--- config.mk ---
export PLATFORM = sky130hd
export DESIGN_NAME = eeg_sample_loader
export DESIGN_NICKNAME = d
export VERILOG_FILES = /design/src/rtl/eeg_sample_loader_pkg.sv /design/src/rtl/eeg_sample_loader_sample_fifo.sv /design/src/rtl/eeg_sample_loader.sv
export SDC_FILE = /design/constraint.sdc
export NUM_CORES = 1
export LEC_CHECK = 0
export ABC_AREA = 0
export BUFFER_PORTS_ARGS = -buffer_cell sky130_fd_sc_hd__buf_2
export CAP_MARGIN = 30
export CELL_PAD_IN_SITES_DETAIL_PLACEMENT = 0
export CELL_PAD_IN_SITES_GLOBAL_PLACEMENT = 1
export CORE_MARGIN = 10
export CORE_UTILIZATION = 40
export CTS_CLUSTER_DIAMETER = 80
export DETAILED_ROUTE_END_ITERATION = 6
export GPL_TIMING_DRIVEN = 1
export MAX_ROUTING_LAYER = met4
export PLACE_DENSITY = 0.8
export SLEW_MARGIN = 25
export SYNTH_ARGS = -nofsm -noshare
export SYNTH_HDL_FRONTEND = slang
export SYNTH_SLANG_ARGS = --single-unit
--- constraint.sdc ---
create_clock -name clk -period 8.3 [get_ports clk]
set_input_delay 2.49 -clock clk [delete_from_list [all_inputs] [get_ports clk]]
set_output_delay 2.49 -clock clk [all_outputs]
set_load 0.005 [all_outputs]
--- src/rtl/eeg_sample_loader_pkg.sv ---
// Shared types and constants for the EEG sample loader: ADC/intermediate-result
// widths, loader FSM states and the ADC-to-fixed-point conversion helper.
package eeg_sample_loader_pkg;

    localparam int NUM_PATCHES          = 60;
    localparam int PATCH_LEN            = 64;
    localparam int EEG_NUM_SAMPLES      = NUM_PATCHES * PATCH_LEN;
    localparam int EEG_ADC_LSHIFT       = 13;
    localparam int Q_STO_INT_RES_DOUBLE = 20;
    localparam int EEG_INPUT_MEM_BASE   = 0;

    localparam int ADC_W            = 16;
    localparam int INT_RES_DOUBLE_W = 30;
    localparam int INT_RES_ADDR_W   = 16;

    typedef logic [ADC_W-1:0]            AdcData_t;
    typedef logic [INT_RES_DOUBLE_W-1:0] IntResDouble_t;
    typedef logic [INT_RES_ADDR_W-1:0]   IntResAddr_t;

    typedef enum logic {SINGLE_WIDTH = 1'b0, DOUBLE_WIDTH = 1'b1} DataWidth_t;

    typedef enum logic [1:0] {
        EEG_LOADER_IDLE,
        EEG_LOADER_LOAD,
        EEG_LOADER_DRAIN
    } EegLoaderState_t;

    // Q10.20 result equal to adc/128; the zero sign bit keeps it non-negative.
    function automatic IntResDouble_t adcToFixed(input AdcData_t adc);
        return {1'b0, adc, {EEG_ADC_LSHIFT{1'b0}}};
    endfunction

endpackage

--- src/rtl/eeg_sample_loader_sample_fifo.sv ---
// Two-entry synchronous FIFO of converted samples; a push into a full FIFO is
// accepted only when a pop happens in the same cycle.
module eeg_sample_loader_sample_fifo
    import eeg_sample_loader_pkg::*;
(
    input  logic        clk,
    input  logic        rst_n,
    input  logic        push_i,
    input  logic        pop_i,
    input  logic [29:0] data_i,
    output logic [29:0] data_o,
    output logic        full_o,
    output logic        empty_o
);

    IntResDouble_t entry_q [2];
    logic          rdPtr_q, rdPtr_d;
    logic          wrPtr_q, wrPtr_d;
    logic [1:0]    count_q, count_d;
    logic          doPush, doPop;

    assign empty_o = (count_q == 2'd0);
    assign full_o  = (count_q == 2'd2);
    assign data_o  = entry_q[rdPtr_q];
    assign doPop   = pop_i && !empty_o;
    assign doPush  = push_i && (!full_o || doPop);

    always_comb begin
        rdPtr_d = rdPtr_q;
        wrPtr_d = wrPtr_q;
        count_d = count_q;
        if (doPop)  rdPtr_d = ~rdPtr_q;
        if (doPush) wrPtr_d = ~wrPtr_q;
        case ({doPush, doPop})
            2'b10:   count_d = count_q + 2'd1;
            2'b01:   count_d = count_q - 2'd1;
            default: count_d = count_q;
        endcase
    end

    always_ff @(posedge clk) begin
        if (!rst_n) begin
            entry_q[0] <= '0;
            entry_q[1] <= '0;
            rdPtr_q    <= 1'b0;
            wrPtr_q    <= 1'b0;
            count_q    <= 2'd0;
        end else begin
            if (doPush) entry_q[wrPtr_q] <= data_i;
            rdPtr_q <= rdPtr_d;
            wrPtr_q <= wrPtr_d;
            count_q <= count_d;
        end
    end

endmodule

--- src/rtl/eeg_sample_loader.sv ---
// Loads raw ADC samples during EEG_LOAD, converts them to double-width fixed
// point and streams them to the intermediate-result memory through a 2-deep buffer.
module eeg_sample_loader
    import eeg_sample_loader_pkg::*;
#(
    parameter int NUM_SAMPLES = EEG_NUM_SAMPLES,
    parameter int BASE_ADDR   = EEG_INPUT_MEM_BASE
) (
    input  logic        clk,
    input  logic        rst_n,
    input  logic        start,
    input  logic        sample_valid,
    input  logic [15:0] adc_data,
    output logic        wr_en,
    input  logic        wr_gnt,
    output logic [15:0] wr_addr,
    output logic [29:0] wr_data,
    output logic        wr_width,
    output logic        busy,
    output logic        done,
    output logic        overflow
);

    localparam int              CNT_W    = $clog2(NUM_SAMPLES + 1);
    localparam logic [CNT_W-1:0] CNT_LAST = CNT_W'(NUM_SAMPLES);
    localparam logic [CNT_W-1:0] CNT_PEN  = CNT_W'(NUM_SAMPLES - 1);

    EegLoaderState_t  state_q, state_d;
    logic [CNT_W-1:0] acceptCnt_q, acceptCnt_d;
    logic [CNT_W-1:0] writeCnt_q, writeCnt_d;
    logic             overflow_q, overflow_d;
    logic             push, pop, fifoFull, fifoEmpty;

    eeg_sample_loader_sample_fifo u_sample_fifo (
        .clk     (clk),
        .rst_n   (rst_n),
        .push_i  (push),
        .pop_i   (pop),
        .data_i  (adcToFixed(adc_data)),
        .data_o  (wr_data),
        .full_o  (fifoFull),
        .empty_o (fifoEmpty)
    );

    assign wr_en    = !fifoEmpty;
    assign pop      = wr_en && wr_gnt;
    assign wr_addr  = IntResAddr_t'(BASE_ADDR) + IntResAddr_t'(writeCnt_q);
    assign wr_width = DOUBLE_WIDTH;
    assign overflow = overflow_q;
    assign busy     = (state_q != EEG_LOADER_IDLE) && !done;

    always_comb begin
        state_d     = state_q;
        acceptCnt_d = acceptCnt_q;
        writeCnt_d  = writeCnt_q;
        overflow_d  = overflow_q;
        push        = 1'b0;
        done        = 1'b0;
        if (pop) writeCnt_d = writeCnt_q + 1'b1;
        case (state_q)
            EEG_LOADER_IDLE: begin
                if (start) begin
                    acceptCnt_d = '0;
                    writeCnt_d  = '0;
                    overflow_d  = 1'b0;
                    state_d     = EEG_LOADER_LOAD;
                end
            end
            EEG_LOADER_LOAD: begin
                // A full buffer still takes the sample if the head leaves this cycle.
                if (sample_valid) begin
                    if (fifoFull && !pop) begin
                        overflow_d = 1'b1;
                    end else begin
                        push        = 1'b1;
                        acceptCnt_d = acceptCnt_q + 1'b1;
                        if (acceptCnt_q == CNT_PEN) state_d = EEG_LOADER_DRAIN;
                    end
                end
            end
            EEG_LOADER_DRAIN: begin
                if (fifoEmpty && (writeCnt_q == CNT_LAST)) begin
                    done    = 1'b1;
                    state_d = EEG_LOADER_IDLE;
                end
            end
            default: state_d = EEG_LOADER_IDLE;
        endcase
    end

    always_ff @(posedge clk) begin
        if (!rst_n) begin
            state_q     <= EEG_LOADER_IDLE;
            acceptCnt_q <= '0;
            writeCnt_q  <= '0;
            overflow_q  <= 1'b0;
        end else begin
            state_q     <= state_d;
            acceptCnt_q <= acceptCnt_d;
            writeCnt_q  <= writeCnt_d;
            overflow_q  <= overflow_d;
        end
    end

endmodule

==> flow_results.org, run 1 <==
** Setup path
- Type of the setup path with the least slack :: flop to output pin
- Category of the worst setup path launch point :: flop
- Tracing the worst setup path back leads to its startpoint at writeCnt_q[5]$_SDFF_PN0_.
- Along the worst path, the maximum fanout reaches 6.
- Worst reg2reg path depth :: 4
- Reg-to-reg slack, setup :: 5.70 ns
- Data on the critical path is required at its endpoint by 5.81 ns.
- In this run the critical register-to-register path is captured at u_sample_fifo.entry_q[1][14]$_SDFFCE_PN0P_.
- Critical path endpoint category :: output pin
- Endpoint of the most critical setup path :: done
- Launch point of the worst reg-to-reg path :: u_sample_fifo.count_q[0]$_SDFFE_PN0P_
- Data on the critical path arrives at its endpoint at 2.11 ns.

** Placed design
- During placement, the flow inserted port buffers numbering 52.
- DP Cell Count :: 430
- At the end of routability-driven placement, the weighted congestion stood at 0.778.
- Timing analysis after detailed placement gives a worst setup slack of 3.60 ns.
- Detailed placer's ending HPWL :: 4.57 mm

** Logic synthesis
- Share of the yosys chip area belonging to registers :: 0.520
- The synthesized design contains 32 enable-type register cells.
- Count of distinct cell types in the synthesized netlist :: 42
- Synthesis-stage register bit count :: 64
- Most frequently used flop master after synthesis :: sky130_fd_sc_hd__edfxtp_1
- Yosys synthesis warning count :: 0
- Synthesis handed over a netlist of 291 instances.
- Avg Synthesized Cell Area :: 10.6 µm²
- Post-synth design cell area :: 3080 µm²
- Share of async-settable or async-resettable flops after synthesis :: 0

** GRT
- The total overflow left after global routing is 0.
- Vias in the first global route :: 2,085
- Largest net degree at the start of global routing :: 18
- Global-route usage over all layers :: 0.113
- The number of antenna violations at the first check in global routing was 0.
- The first global-routing pass estimated 10.3 mm of wire.

** Power
- Of the total power, combinational logic draws 0.127.
- The worst-case IR drop observed on VDD is 0.146 mV.
- Of the total power, registers draw 0.509.
- Power density normalized to cell area :: 202 nW/µm²
- Internal power comes to 0.534 mW.
- The analysis attributes to cell leakage a power of 1.40 nW.
- Of the total power, the share spent switching nets is 0.256.
- Total net switching power :: 0.184 mW
- The share of total power dissipated in the clock network is 0.364.

** Finish
- The library cell used most frequently in the layout, excluding fill and tap cells, is sky130_fd_sc_hd__buf_2.
- Compared with the post-synthesis result, the final layout area differs by 15.4%.
- In the final design database the tool counted 367 nets.
- Antenna diode instance count :: 0
- Non-filler instance count after layout :: 446
- Fraction of layout cells with a size suffix above 1 :: 0.262
- The layout has 726 filler cells.
- Highest-count cells in the layout ignoring fill and taps :: sky130_fd_sc_hd__buf_2 (52), sky130_fd_sc_hd__and2_1 (36), sky130_fd_sc_hd__dfxtp_1 (32), sky130_fd_sc_hd__edfxtp_1 (32), sky130_fd_sc_hd__conb_1 (19)

** Drt
- Drt wl/cell :: 14.1 µm
- Summed over all nets, wire length on met2 after detailed routing comes to 2.77 mm.
- Detailed routing inserted a total of 2,141 vias.
- The first routing iteration left 93 violations.
- For this run, design rule violations remaining after detail routing come to 0.
- The detailed router put a total of 2.94 mm of wire on met1.
- After detailed routing, the number of vias per cell comes to 4.80.
- The pre-antenna-repair detailed-routing pass consisted of 4 iterations.
- Total Wirelength :: 6.30 mm
- The count of nets left with antenna violations once routing finished came out at 0.
- After detailed routing, no signal wire sits above met4.
- After detailed routing, the met3 layer carries 505 µm of wire.

** Die
- The total area inside the core boundary comes to 7370 µm².
- Io pins :: 72
- The floorplan step defined a die boundary enclosing 11,600 µm².
- From left edge to right edge, the die measures 108 µm.
- Starting density of the core :: 0.418
- Y dimension of the die :: 108 µm
- Placement Rows :: 31

** STA
- Max Fclk :: 217 MHz
- The count of final max-slew check failures was 0.
- For the pin with the worst max-slew slack, the measured transition is 0.824 ns.
- Worst slew margin relative to its limit :: 0.448
- Crit path time final :: 4.60 ns
- Final critical-path share of the clock period :: 0.554
- Worst Skew :: 0.00973 ns
- Least setup slack across all paths after layout :: 3.70 ns
- Setup repair after global routing missed its margin :: false
- Summed over all failing endpoints, the final setup total negative slack is 0 ns.
- Final setup violation count :: 0
- Number of hold-slack violations in the final timing report :: 0

** Worst hold path
- Class of the worst hold path :: flop to flop
- Start point of the worst min-delay path :: overflow$_SDFFE_PN0P_

** Clocking
- The number of gates resized after CTS was 0.
- No sink is reached through more buffers than the 2 on the longest clock path.
- Post-CTS Hold Buffers :: 0
- CTS tree :: yes
- CTS clk-pin slew, worst paths :: 0.07 ns
- Postcts setup bufs :: 0
- Clock Tree Root :: sky130_fd_sc_hd__clkbuf_8
- For the worst-skew pair, the clock arrives at the later sink with an insertion delay of 0.34 ns.
- Number of sinks driven by the clock tree :: 64
- The H-tree was split into 3 levels.
- Clock buffers created by TritonCTS :: 9

** Flow run
- Max-cap violations in this run came to 0.

** Run status
- The run finished with clean final reports.
-- synth_stat cells (2+ instances only) --
| master | number | area, µm² |
|---|---|---|
| sky130_fd_sc_hd__mux2_2 | 17 | 191 |
| sky130_fd_sc_hd__conb_1 | 2 | 7.51 |
| sky130_fd_sc_hd__o31ai_1 | 3 | 22.5 |
| sky130_fd_sc_hd__nor3_1 | 6 | 30.0 |
| sky130_fd_sc_hd__clkbuf_1 | 9 | 33.8 |
| sky130_fd_sc_hd__xnor2_1 | 12 | 105 |
| sky130_fd_sc_hd__and2_1 | 36 | 225 |
| sky130_fd_sc_hd__or3_1 | 8 | 50.1 |
| sky130_fd_sc_hd__nor2_1 | 18 | 67.6 |
| sky130_fd_sc_hd__ha_1 | 4 | 50.1 |
| sky130_fd_sc_hd__nand2b_1 | 3 | 18.8 |
| sky130_fd_sc_hd__inv_1 | 9 | 33.8 |
| sky130_fd_sc_hd__or4_1 | 7 | 52.6 |
| sky130_fd_sc_hd__a21oi_1 | 12 | 60.1 |
| sky130_fd_sc_hd__buf_4 | 21 | 158 |
| sky130_fd_sc_hd__and3_1 | 2 | 12.5 |
| sky130_fd_sc_hd__dfxtp_1 | 32 | 641 |
| sky130_fd_sc_hd__edfxtp_1 | 32 | 961 |
| sky130_fd_sc_hd__nand2_1 | 12 | 45.0 |
| sky130_fd_sc_hd__nor4_1 | 4 | 25.0 |
| sky130_fd_sc_hd__nand4_1 | 4 | 25.0 |
| sky130_fd_sc_hd__xor2_1 | 3 | 26.3 |
| sky130_fd_sc_hd__nand3_1 | 8 | 40.0 |
| sky130_fd_sc_hd__o21ai_0 | 8 | 40.0 |
| sky130_fd_sc_hd__nor3b_1 | 2 | 15.0 |
-- worst min-delay path by stage --
stage	to	slack, ns	depth (start not counted)
after global placement	overflow$_SDFFE_PN0P_	0.45	2
final	overflow$_SDFFE_PN0P_	0.47	2
after floorplan	acceptCnt_q[0]$_SDFFE_PN0P_	0.46	1
after CTS	overflow$_SDFFE_PN0P_	0.49	2
after global routing	overflow$_SDFFE_PN0P_	0.53	2
after detailed placement	overflow$_SDFFE_PN0P_	0.47	2
-- power by group through the flow --
stage | registers, mW | clock network (mW) | logic, mW
detailed placement | 0.373 | 0 | 0.0921
global placement | 0.372 | 0 | 0.0909
finish | 0.365 | 0.261 | 0.0910
CTS | 0.366 | 0.269 | 0.0928
global route | 0.369 | 0.282 | 0.103
floorplan | 0.359 | 0 | 0.0766
-- through the flow --
step	hold slack (ns)	util	power, mW	cell area [µm²]
2_1_floorplan	0.460	-	0.436	3150
3_3_place_gp	0.450	0.454	0.463	3340
3_5_place_dp	0.466	0.456	0.465	3360
4_1_cts	0.485	0.483	0.728	3560
5_1_grt	0.533	0.483	0.753	3560
6_report	0.474	0.483	0.718	3560
-- critical path, cell delays in order, from the launching register on --
cell                      delay (ns)
sky130_fd_sc_hd__dfxtp_1        0.36
sky130_fd_sc_hd__or4_1          0.51
sky130_fd_sc_hd__or4_1          0.55
sky130_fd_sc_hd__nor3_1         0.20
sky130_fd_sc_hd__buf_2          0.15
-- layer usage --
metal	track usage	up-vias
met2	0.164	64
met4	0.0468	0
met5	-	-
li1	-	1090
met1	0.138	979
met3	0.0431	8
-- registers in the layout, indices dropped and copies added (netlist names), named ones only --
name,count
u_sample_fifo.rdPtr_q,1
overflow,1
acceptCnt_q,12
u_sample_fifo.wrPtr_q,1
u_sample_fifo.count_q,2
writeCnt_q,12
state_q,2
u_sample_fifo.entry_q,32
-- kinds of logic (layout without fill, tap and decap cells) --
| group | Yosys count | in the layout | synth area share |
|---|---|---|---|
| adders and majority gates | 4 | 4 | 0.0162 |
| muxes | 18 | 18 | 0.0654 |
| buffers and inverters | 40 | 79 | 0.0747 |
| AOI/OAI and AO/OA | 30 | 30 | 0.0577 |
| other | 2 | 19 | 0.00244 |
| xor gates and xnor gates | 15 | 15 | 0.0426 |
| DFF | 64 | 64 | 0.520 |
| and+or+nand+nor | 118 | 118 | 0.221 |
-- cell type report --
type	count	area, µm²	share of cell area
flip-flops and latches	64	1600	0.450
multi-input cells	204	1320	0.371
repair buffers	54	283	0.0795
clock buffers	9	124	0.0348
well taps	99	124	0.0348
clock inverters	7	72.6	0.0204
inverters	9	33.8	0.00950
No activity file was read; power rests on OpenSTA's default activity.
==> run 2, diff against run 1 <==
--- a/config.mk
+++ b/config.mk
@@ -5,18 +5,18 @@
 export SDC_FILE = /design/constraint.sdc
 export NUM_CORES = 1
 export LEC_CHECK = 0
-export ABC_AREA = 0
+export ABC_AREA = 1
 export BUFFER_PORTS_ARGS = -buffer_cell sky130_fd_sc_hd__buf_2
 export CAP_MARGIN = 30
 export CELL_PAD_IN_SITES_DETAIL_PLACEMENT = 0
 export CELL_PAD_IN_SITES_GLOBAL_PLACEMENT = 1
 export CORE_MARGIN = 10
-export CORE_UTILIZATION = 40
+export CORE_UTILIZATION = 36
 export CTS_CLUSTER_DIAMETER = 80
 export DETAILED_ROUTE_END_ITERATION = 6
 export GPL_TIMING_DRIVEN = 1
 export MAX_ROUTING_LAYER = met4
-export PLACE_DENSITY = 0.8
+export PLACE_DENSITY = 0.79
 export SLEW_MARGIN = 25
 export SYNTH_ARGS = -nofsm -noshare
 export SYNTH_HDL_FRONTEND = slang
==> constraint.sdc (replaced) <==
create_clock -name clk -period 4 [get_ports clk]
set_input_delay 1.2 -clock clk [delete_from_list [all_inputs] [get_ports clk]]
set_output_delay 1.2 -clock clk [all_outputs]
set_load 0.005 [all_outputs]
==> run 2 against run 1 <==
  * Flip-flop and latch count is the same
  * Sequential share of layout area shrank 1.4 points
  * Design area grew 3.3%
  * Clock power grew 110%
  * Via count grew 13%
  * Register-to-register slack lost 3.9 ns
  * Highest routed layer unchanged
  * Combinational power grew to 2.7 times the previous value
  * Count of clock-buffer cells in the layout is the same
==> flow_results.org, run 2 <==
** Clocking
- Post-CTS repair changed the size of 0 cells.
- Depth of the CTS H-tree :: 3
- Number of sinks driven by the clock tree :: 64
- Bufs on Longest Clock Path :: 2
- The number of clock buffers added by TritonCTS is 9.
- CTS tree :: yes
- Post-CTS Hold Buffers :: 0
- Clock latency reported for the late side of the worst-skew pair :: 0.34 ns
- CTS clk-pin slew, worst paths :: 0.07 ns
- Buffers added to address setup during post-CTS repair amount to 0.
- The tree is rooted in a sky130_fd_sc_hd__clkbuf_8.

** Worst hold path
- Number of cells on the worst hold path :: 1
- Class of the worst hold path :: flop to flop
- In this run the most critical hold path is launched from u_sample_fifo.rdPtr_q$_SDFFE_PN0P_.

** Die
- For this configuration, the core starts out at a cell density of 0.368.
- The initialized floorplan defines 34 standard-cell rows.
- The core region is 8720 µm².
- Horizontal die dimension :: 114 µm
- Die footprint :: 13,100 µm²
- Io pins :: 72
- Y dimension of the die :: 114 µm

** GRT
- The global routing stage identified its most utilized layer as met2.
- Vias in the first global route :: 2,368
- Met1 demand-to-capacity share in global routing :: 0.131
- The number of antenna violations at the first check in global routing came to 0.
- Met2 Resource Use GR :: 0.161
- Overflow left after global routing :: 0
- Global-route wire length before repair :: 11.2 mm
- Global-route usage over all layers :: 0.109
- Met3 demand-to-capacity share in global routing :: 0.0482
- Entering global routing, the biggest net connects 19 pins.

** Finish
- Register area :: 1600 µm²
- Fraction of layout cells with a size suffix above 1 :: 0.243
- Summing all non-filler instances in the final layout gives an area of 3670 µm².
- Area added between synthesis and finish :: 14.3%
- Antenna diode instance count :: 0
- Utilization after layout :: 0.421
- The largest registers in the layout are u_sample_fifo.entry_q (32), acceptCnt_q (12), writeCnt_q (12).
- The register with the most flip-flops in the layout has 32 of them.
- Highest-count cells in the layout ignoring fill and taps :: sky130_fd_sc_hd__nor2_1 (66), sky130_fd_sc_hd__nand2_1 (57), sky130_fd_sc_hd__inv_1 (55)
- The library cell used most frequently in the layout, excluding fill and tap cells, is sky130_fd_sc_hd__nor2_1.
- After the last flow step, the layout net total stands at 456.
- Reg with most FFs :: u_sample_fifo.entry_q
- The layout has 903 filler cells.
- Area used by multi-input combinational logic :: 1250 µm²

** Logic synthesis
- In this run, synthesis produced a sequential element count of 64.
- Of the total synthesized cell area, the portion taken by full adders, half adders and majority gates is 0.0156.
- In the post-synthesis netlist, the cell with the most instances is sky130_fd_sc_hd__nor2_1.
- Top cell types by occurrence after synthesis :: sky130_fd_sc_hd__nor2_1 (66), sky130_fd_sc_hd__nand2_1 (57), sky130_fd_sc_hd__inv_1 (55)
- The synthesized netlist contains 29 unique library cells.
- Synth top area share :: 0.299
- Syn Inst Count :: 378
- Yosys synthesis warning count :: 0
- Of the total synthesized cell area, the portion taken by AND, OR, NAND and NOR gates is 0.233.
- Of all flip-flops after synthesis, the portion carrying an async set or reset was 0.
- Post-synth design cell area :: 3210 µm²
- The share of the Yosys chip area taken by registers is 0.498.
- Compound-cell area share of the yosys netlist :: 0.0580
- After synthesis, the cell types taking the most area are sky130_fd_sc_hd__edfxtp_1 (30%), sky130_fd_sc_hd__dfxtp_1 (20%), sky130_fd_sc_hd__nor2_1 (7.7%).
- After synthesis, the largest family of logic cells by area is simple AND/OR/NAND/NOR gates.
- The biggest area contributor in the post-synthesis netlist is sky130_fd_sc_hd__edfxtp_1.
- Averaged over all synthesized cells, the footprint is 8.50 µm².
- Mux contribution to synthesized area :: 0.0561
- Fraction of synthesized cell area in xor and xnor cells :: 0.00545
- In this run, synthesis inferred 32 flip-flops with an integrated enable.
- Most frequently used flop master after synthesis :: sky130_fd_sc_hd__edfxtp_1

** Power
- Part of the total power dissipated in the clock network :: 0.351
- Static leakage :: 1.67 nW
- Total net switching power :: 0.430 mW
- Max rail drop VDD :: 0.205 mV
- Combinational group share of total power :: 0.156
- Share of total power consumed by net switching :: 0.278
- Internal power :: 1.12 mW
- Of the total power, registers draw 0.493.
- Dividing total power by cell area gives a power density of 421 nW/µm².

** Drt
- Total via count in the routed design :: 2,416
- The detailed router finished its first iteration with 125 violations.
- In the routed design, unresolved DRC markers number 0.
- Vias per Instance :: 4.44
- Remaining number of nets flagged by the antenna check after routing :: 0
- Drt wl/cell :: 12.2 µm
- The routed design has 6.61 mm of wire.
- Number of detailed-routing iterations run before antenna repair :: 4

** STA
- Adding up every negative setup slack in the final design gives 0 ns.
- Setup violations remaining at the end of the flow were counted as 0.
- For the pin with the worst max-slew slack, the measured transition is 0.707 ns.
- The number of failing hold endpoints at the final stage came to 0.
- Across all setup checks in the final design, the least slack found is 1.14 ns.
- The count of final max-slew check failures came to 0.
- Worst Skew :: 0.00547 ns
- Worst slew margin relative to its limit :: 0.527
- For this run, the top clock speed supported by timing is 350 MHz.
- Final critical-path share of the clock period :: 0.715
- Setup repair after global routing missed its margin :: false
- Crit path time final :: 2.86 ns

** Run status
- The flow ran to the end, and the final reports show no timing, DRC or antenna violations.

** Setup path
- Data on the critical path is required at its endpoint by 2.80 ns.
- The worst register-to-register path begins at state_q[0]$_SDFFE_PN0P_.
- Crit path max-delay cell type :: sky130_fd_sc_hd__dfxtp_1
- The cell family contributing the most delay on the critical path is flip-flops.
- Arrival time of data at the critical path endpoint :: 1.66 ns
- Critical path's largest stage delay :: 0.76 ns
- Total number of cells along the worst setup path :: 2
- Count of buffering cells on the critical path with inverters included :: 1
- Of all nets on the critical path, the largest fanout is 16.
- By startpoint and endpoint, the worst setup path is classified as flop to output pin.
- STA classifies the critical path endpoint as an output pin.
- Sequence of cells on the critical path :: mux2_2, buf_2
- STA classifies the critical path startpoint as a flop.
- Worst reg2reg path depth :: 6

** Placed design
- Standard cell area after detailed placement :: 3480 µm²
- Final RePlAce weighted congestion :: 0.793
- Detailed placer's ending HPWL :: 5.00 mm
- Post-placement setup slack :: 1.02 ns
- During placement, the flow inserted port buffers numbering 52.

** Flow run
- # Max-Cap Violations :: 0
==> run 2: metrics by stage <==
stage               power, mW  hold slack, ns  cells
floorplan               0.956           0.425    395
global placement         1.02           0.433    528
detailed placement       1.02           0.443    528
CTS                      1.57           0.454    544
global route             1.65           0.493    544
finish                   1.55           0.455    544
==> run 2: kinds of logic (layout without fill, tap and decap cells) <==
group | after synthesis | count (layout)
XOR/XNOR | 2 | 2
multiplexers | 16 | 16
buffers and inverters | 86 | 127
AO/OA/AOI/OAI | 35 | 35
adder cells (fa/ha/maj) | 4 | 4
AND/OR/NAND/NOR | 169 | 169
flip-flops | 64 | 64
other | 2 | 19
==> run 2: per-layer routing <==
layer | share of wire | vias to the layer above | wire, µm
met5 | 0 | - | 0
met4 | 0.0071 | 0 | 47
met3 | 0.077 | 4 | 508
met2 | 0.45 | 61 | 3010
met1 | 0.46 | 1073 | 3050
li1 | - | 1278 | -
==> run 2: path summary, 6_finish.rpt <==
path,to,slack [ns]
worst min-delay path,u_sample_fifo.rdPtr_q$_SDFFE_PN0P_,0.46
worst max register to register,u_sample_fifo.entry_q[1][0]$_SDFFCE_PN0P_,1.82
worst min register to register,u_sample_fifo.rdPtr_q$_SDFFE_PN0P_,0.46
worst max-delay path,wr_data[28],1.14
==> run 2: power groups by stage <==
stage                     clock (mW)  sequential (mW)  combinational, mW
after CTS                      0.560            0.764              0.246
after global routing           0.593            0.771              0.282
after global placement             0            0.778              0.242
after detailed placement           0            0.779              0.244
final                          0.543            0.763              0.242
after floorplan                    0            0.756              0.199
==> run 2: final cells by class <==
type,instances,share of cell area
clock buffers,9,0.0337
inverters,58,0.0596
repair buffers,53,0.0729
clock inverters,7,0.0194
flip-flops and latches,64,0.436
multi-input cells,245,0.341
well taps,108,0.0368
